File: config.mk
export PLATFORM = sky130hd
export DESIGN_NAME = signed_bcd_decoder
export DESIGN_NICKNAME = d
export VERILOG_FILES = /design/src/rtl/signed_bcd_decoder.sv
export SDC_FILE = /design/constraint.sdc
export NUM_CORES = 1
export LEC_CHECK = 0
export CAP_MARGIN = 20
export CORE_ASPECT_RATIO = 2
export CORE_MARGIN = 5
export CORE_UTILIZATION = 53
export DETAILED_ROUTE_END_ITERATION = 12
export PLACE_DENSITY = 0.82
export SLEW_MARGIN = 20
export SYNTH_ARGS = -nofsm -noshare
export SYNTH_HDL_FRONTEND = slang
export SYNTH_SLANG_ARGS = --single-unit
File: constraint.sdc
create_clock -name clk -period 1.6 [get_ports clk]
set_input_delay 0.24 -clock clk [delete_from_list [all_inputs] [get_ports clk]]
set_output_delay 0.24 -clock clk [all_outputs]
set_load 0.1 [all_outputs]
File: src/rtl/signed_bcd_decoder.sv
// Signed/unsigned result word to sign + BCD digits, using an iterative double-dabble engine.
// Optional build macro SIGNED_BCD_BLANK_EN replaces leading zero digits with 4'hF.
module signed_bcd_decoder #(
   parameter int WIDTH  = 8,
   parameter int DIGITS = 3
) (
   input  logic                  clk,
   input  logic                  rst,
   input  logic                  in_valid,
   output logic                  in_ready,
   input  logic [WIDTH-1:0]      in_data,
   input  logic                  in_signed,
   input  logic                  in_ovf,
   output logic                  out_valid,
   input  logic                  out_ready,
   output logic                  out_sign,
   output logic [4*DIGITS-1:0]   out_bcd,
   output logic                  out_ovf,
   output logic                  busy
);

   localparam int CW = $clog2(WIDTH + 1);
   localparam int BW = 4 * DIGITS;

   typedef enum logic [1:0] {
      IDLE,
      CONV,
      DONE
   } state_t;

   state_t          state_q, state_d;
   logic [CW-1:0]   cnt_q, cnt_d;
   logic [WIDTH-1:0] shift_q, shift_d;
   logic [BW-1:0]   bcd_q, bcd_d;
   logic            sign_q, sign_d;
   logic            ovf_q, ovf_d;
   logic            out_sign_q, out_sign_d;
   logic [BW-1:0]   out_bcd_q, out_bcd_d;
   logic            out_ovf_q, out_ovf_d;

   logic [WIDTH-1:0] mag;
   logic [BW-1:0]    bcd_adj;
   logic [BW-1:0]    bcd_shift;
   logic [BW-1:0]    bcd_disp;

   // The two's complement of the most-negative word is the same bit pattern, which
   // read as unsigned is exactly its magnitude, so WIDTH bits suffice.
   always_comb begin
      mag = in_data;
      if (in_signed && in_data[WIDTH-1]) begin
         mag = ~in_data + WIDTH'(1);
      end
   end

   // One double-dabble step: correct each digit, then shift the next magnitude bit in.
   always_comb begin
      bcd_adj = bcd_q;
      for (int d = 0; d < DIGITS; d++) begin
         if (bcd_q[4*d +: 4] >= 4'd5) begin
            bcd_adj[4*d +: 4] = bcd_q[4*d +: 4] + 4'd3;
         end
      end
      bcd_shift = {bcd_adj[BW-2:0], shift_q[WIDTH-1]};
   end

`ifdef SIGNED_BCD_BLANK_EN
   logic lead;

   always_comb begin
      bcd_disp = bcd_shift;
      lead     = 1'b1;
      for (int d = DIGITS - 1; d >= 1; d--) begin
         if (lead && (bcd_shift[4*d +: 4] == 4'd0)) begin
            bcd_disp[4*d +: 4] = 4'hF;
         end else begin
            lead = 1'b0;
         end
      end
   end
`else
   always_comb begin
      bcd_disp = bcd_shift;
   end
`endif

   // NOTE: every signal written here gets a default first, so no path can leave
   // one unassigned and infer a latch.
   always_comb begin
      state_d    = state_q;
      cnt_d      = cnt_q;
      shift_d    = shift_q;
      bcd_d      = bcd_q;
      sign_d     = sign_q;
      ovf_d      = ovf_q;
      out_sign_d = out_sign_q;
      out_bcd_d  = out_bcd_q;
      out_ovf_d  = out_ovf_q;

      case (state_q)
         IDLE: begin
            if (in_valid) begin
               sign_d  = in_signed & in_data[WIDTH-1];
               ovf_d   = in_ovf;
               bcd_d   = '0;
               shift_d = mag;
               cnt_d   = CW'(WIDTH);
               state_d = CONV;
            end
         end
         CONV: begin
            bcd_d   = bcd_shift;
            shift_d = {shift_q[WIDTH-2:0], 1'b0};
            cnt_d   = cnt_q - CW'(1);
            if (cnt_q == CW'(1)) begin
               state_d    = DONE;
               out_sign_d = sign_q;
               out_bcd_d  = bcd_disp;
               out_ovf_d  = ovf_q;
            end
         end
         DONE: begin
            if (out_ready) begin
               state_d = IDLE;
            end
         end
         default: state_d = IDLE;
      endcase
   end

   // NOTE: state registers use non-blocking assignments so every flop samples the
   // pre-edge values regardless of statement order.
   always_ff @(posedge clk) begin
      if (rst) begin
         state_q    <= IDLE;
         cnt_q      <= '0;
         shift_q    <= '0;
         bcd_q      <= '0;
         sign_q     <= 1'b0;
         ovf_q      <= 1'b0;
         out_sign_q <= 1'b0;
         out_bcd_q  <= '0;
         out_ovf_q  <= 1'b0;
      end else begin
         state_q    <= state_d;
         cnt_q      <= cnt_d;
         shift_q    <= shift_d;
         bcd_q      <= bcd_d;
         sign_q     <= sign_d;
         ovf_q      <= ovf_d;
         out_sign_q <= out_sign_d;
         out_bcd_q  <= out_bcd_d;
         out_ovf_q  <= out_ovf_d;
      end
   end

   assign in_ready  = (state_q == IDLE);
   assign busy      = (state_q == CONV);
   assign out_valid = (state_q == DONE);
   assign out_sign  = out_sign_q;
   assign out_bcd   = out_bcd_q;
   assign out_ovf   = out_ovf_q;

endmodule

==> metrics.cfg <==
[yosys]
synth.avg_cell_area_um2=8.64
synth_area_leaders=dfxtp_1 (41%), ha_1 (5.5%), nand3b_1 (5.2%)
synth_area_mm2=0.00203
synthArstFlopShare_pct=0
yosysWarnings=0
synth_nets=258
synth_enable_flop_cells=0
synth_mux_area_share_pct=2.22
synth_seq_cells=42
synth_commonest_cells=dfxtp_1 (42), o21ai_0 (20), a21oi_1 (19)
synth-xor-area-share_pct=2.16
synth_adder_area_share_pct=5.55
syn_inst=235
synth_compound_area_share_pct=19.0
synth_most_common_cell=dfxtp_1
synth_top_family_by_area=simple AND/OR/NAND/NOR gates
synth_area_leader_cell=dfxtp_1
netlist.area_leader.share_pct=41.4
synth_seq_area_share_pct=41.4
synth-simple-area-share_pct=25.1
ys.flop_type=dfxtp_1
synth.distinct_cells=38

[routing]
routed_wl_mm=5.72
num_vias=1982
avgRoutedWirePerCell_um=16.7
vias_per_cell=5.78
drt-initial-drc-count=75
route.detailed.drc=0
postRouteAntennaNets=0
drtPass1Iterations=4

[finish]
drive_gt1_share_pct=28.8
antenna_cells=0
final.fill_count=226
post-route-util_pct=78.4
fin_area_mm2=0.00298
multiInputGateArea_mm2=0.00117
regArea_um2=846
syn_to_final_growth_pct=46.8
fin_nets=314

[global_routing]
gr-usage-met3_pct=4.45
use_met2_pct=39.9
grt_pass1_vias=1890
antenna_found_initial=0
met1_usage_pct=19.7
overflow=0
grt_pass1_wl_mm=8.40
grt_max_degree=22
top_usage_layer=met2
track_usage_pct=21.7

[placed_design]
placedInstanceArea_mm2=0.00276
place_hpwl_mm=3.94
port-buffer-count=30
gp_congestion=0.796

[clock_network]
cts-buffers-inserted=5
cts-root-buf=clkbuf_8
ctsHtreeMaxLevel=2
clockBufferDepth=2
cts.sinks=42
insertion_delay_ps=310
cts_tree=yes
clkTransAtPathRegs_ps=80

[worst_hold_path]
hold_start=in_data[0]
hold_path_class=input port to flop

[timing]
max_slew_margin_pct=68.0
tightest_slew_ps=476
maxSlewViolCount=0
max_freq_mhz=623
worst_slack_ps=-5.26
hold_violations=0
setup_viol=1
fin_hold_ws_ps=302
fin_worst_skew_ps=2.76
period_minus_slack_ps=1610
finalCritPeriodShare_pct=100

[status]
violations=setup timing
status=complete, but fails checks

[power_and_ir_drop]
power.total_w=0.00248
p_clk_share_pct=34.4
sw_frac_of_total_pct=28.4
p_int_w=0.00177
powerDensity_mw_per_mm2=831
seqPwrFrac_pct=45.5
p_leak_nw=1.10
combPwrFrac_pct=20.1
peakVddDrop_v=0.000817
p_switching_w=0.000704

[floorplan]
dieHeight_um=97.5
io-pin-count=31
die_w_um=53.8
coreArea_mm2=0.00380
die-area_mm2=0.00524
initial_core_util_pct=53.4
num_rows=32

[setup_path]
required_ps=1830
end_kind=flop
start_kind=flop
r2r-start=cnt_q[1]
crit_start=cnt_q[1]
crit_fanout=6
critPathKind=flop to flop
arrival_ps=1840

[job]
max_cap_violations=0

## power groups by stage
stage	registers, W	clock network [W]	logic (W)
2_1_floorplan	0.00117	0	0.000221
3_3_place_gp	0.00114	0	0.000456
3_5_place_dp	0.00114	0	0.000467
4_1_cts	0.00112	0.000862	0.000469
5_1_grt	0.00113	0.000912	0.000527
6_report	0.00113	0.000852	0.000497
## final cells by class
class	instances	area share (%)
Tap cell	51	2.14
Inverter	11	1.39
Sequential cell	42	28.4
Multi-Input combinational cell	170	39.3
Clock buffer	6	2.43
Clock inverter	2	1.26
Timing Repair Buffer	61	25.1
## stage by stage
step | cells | worst slack [ps] | TNS, ps
global route | 343 | -77.2 | -269
floorplan | 235 | 18.0 | 0
global placement | 331 | -221 | -1170
detailed placement | 331 | -282 | -1500
CTS | 339 | 11.0 | 0
finish | 343 | -5.26 | -5.26
## worst max-delay path, cell delays in order (launching register included)
cell and delay [ps]:
dfxtp_2 340, inv_2 80, ha_4 130, or3b_4 390, or3_4 390, o21ai_0 190
## cells by family (layout without fill, tap and decap cells)
family	after synthesis	count (layout)
and+or+nand+nor	91	91
AOI/OAI and AO/OA	61	61
DFF	42	42
buffers and inverters	23	80
adders and majority gates	9	9
xor gates and xnor gates	5	5
muxes	4	4
## per-layer routing
| layer | share of wire [%] | vias up |
|---|---|---|
| met3 | 4.0 | 23 |
| met4 | 5.0 | 0 |
| met5 | 0 | - |
| li1 | - | 951 |
| met2 | 57 | 67 |
| met1 | 34 | 941 |
## timing repair
action	in CTS	in global routing
hold buffers	0	0
pin swaps	0	8
endpoints found under the setup margin	3	21
resized for setup	4	21
cloned	0	0
buffers inserted	0	4
## state kept, by name, summed over array words and instances (netlist names)
signal    count
out_bcd      12
cnt_q         4
sign_q        1
out_sign      1
out_ovf       1
state_q       2
ovf_q         1
bcd_q        12
shift_q       8
## layout by cell type, fill, tap and decap left out, types with 7 or more instances in the layout
cell type,Yosys,final
a21oi_1,19,15
dfxtp_1,42,38
buf_4,0,27
nand3b_1,14,14
nor2_1,17,16
inv_1,11,9
buf_12,0,20
o21ai_0,20,18
nand2_1,17,16
ha_1,9,7
clkdlybuf4s50_1,0,11
nor3_1,12,12
## path summary, 6_finish.rpt
path / end / slack [ps] / cells after the start
setup / recovery: out_bcd[1] / -5 / 5
hold / removal: shift_q[0] / 300 / 3
setup reg to reg: out_bcd[1] / -5 / 5
hold reg to reg: out_ovf / 460 / 2
(Power assumes the default switching activity.)
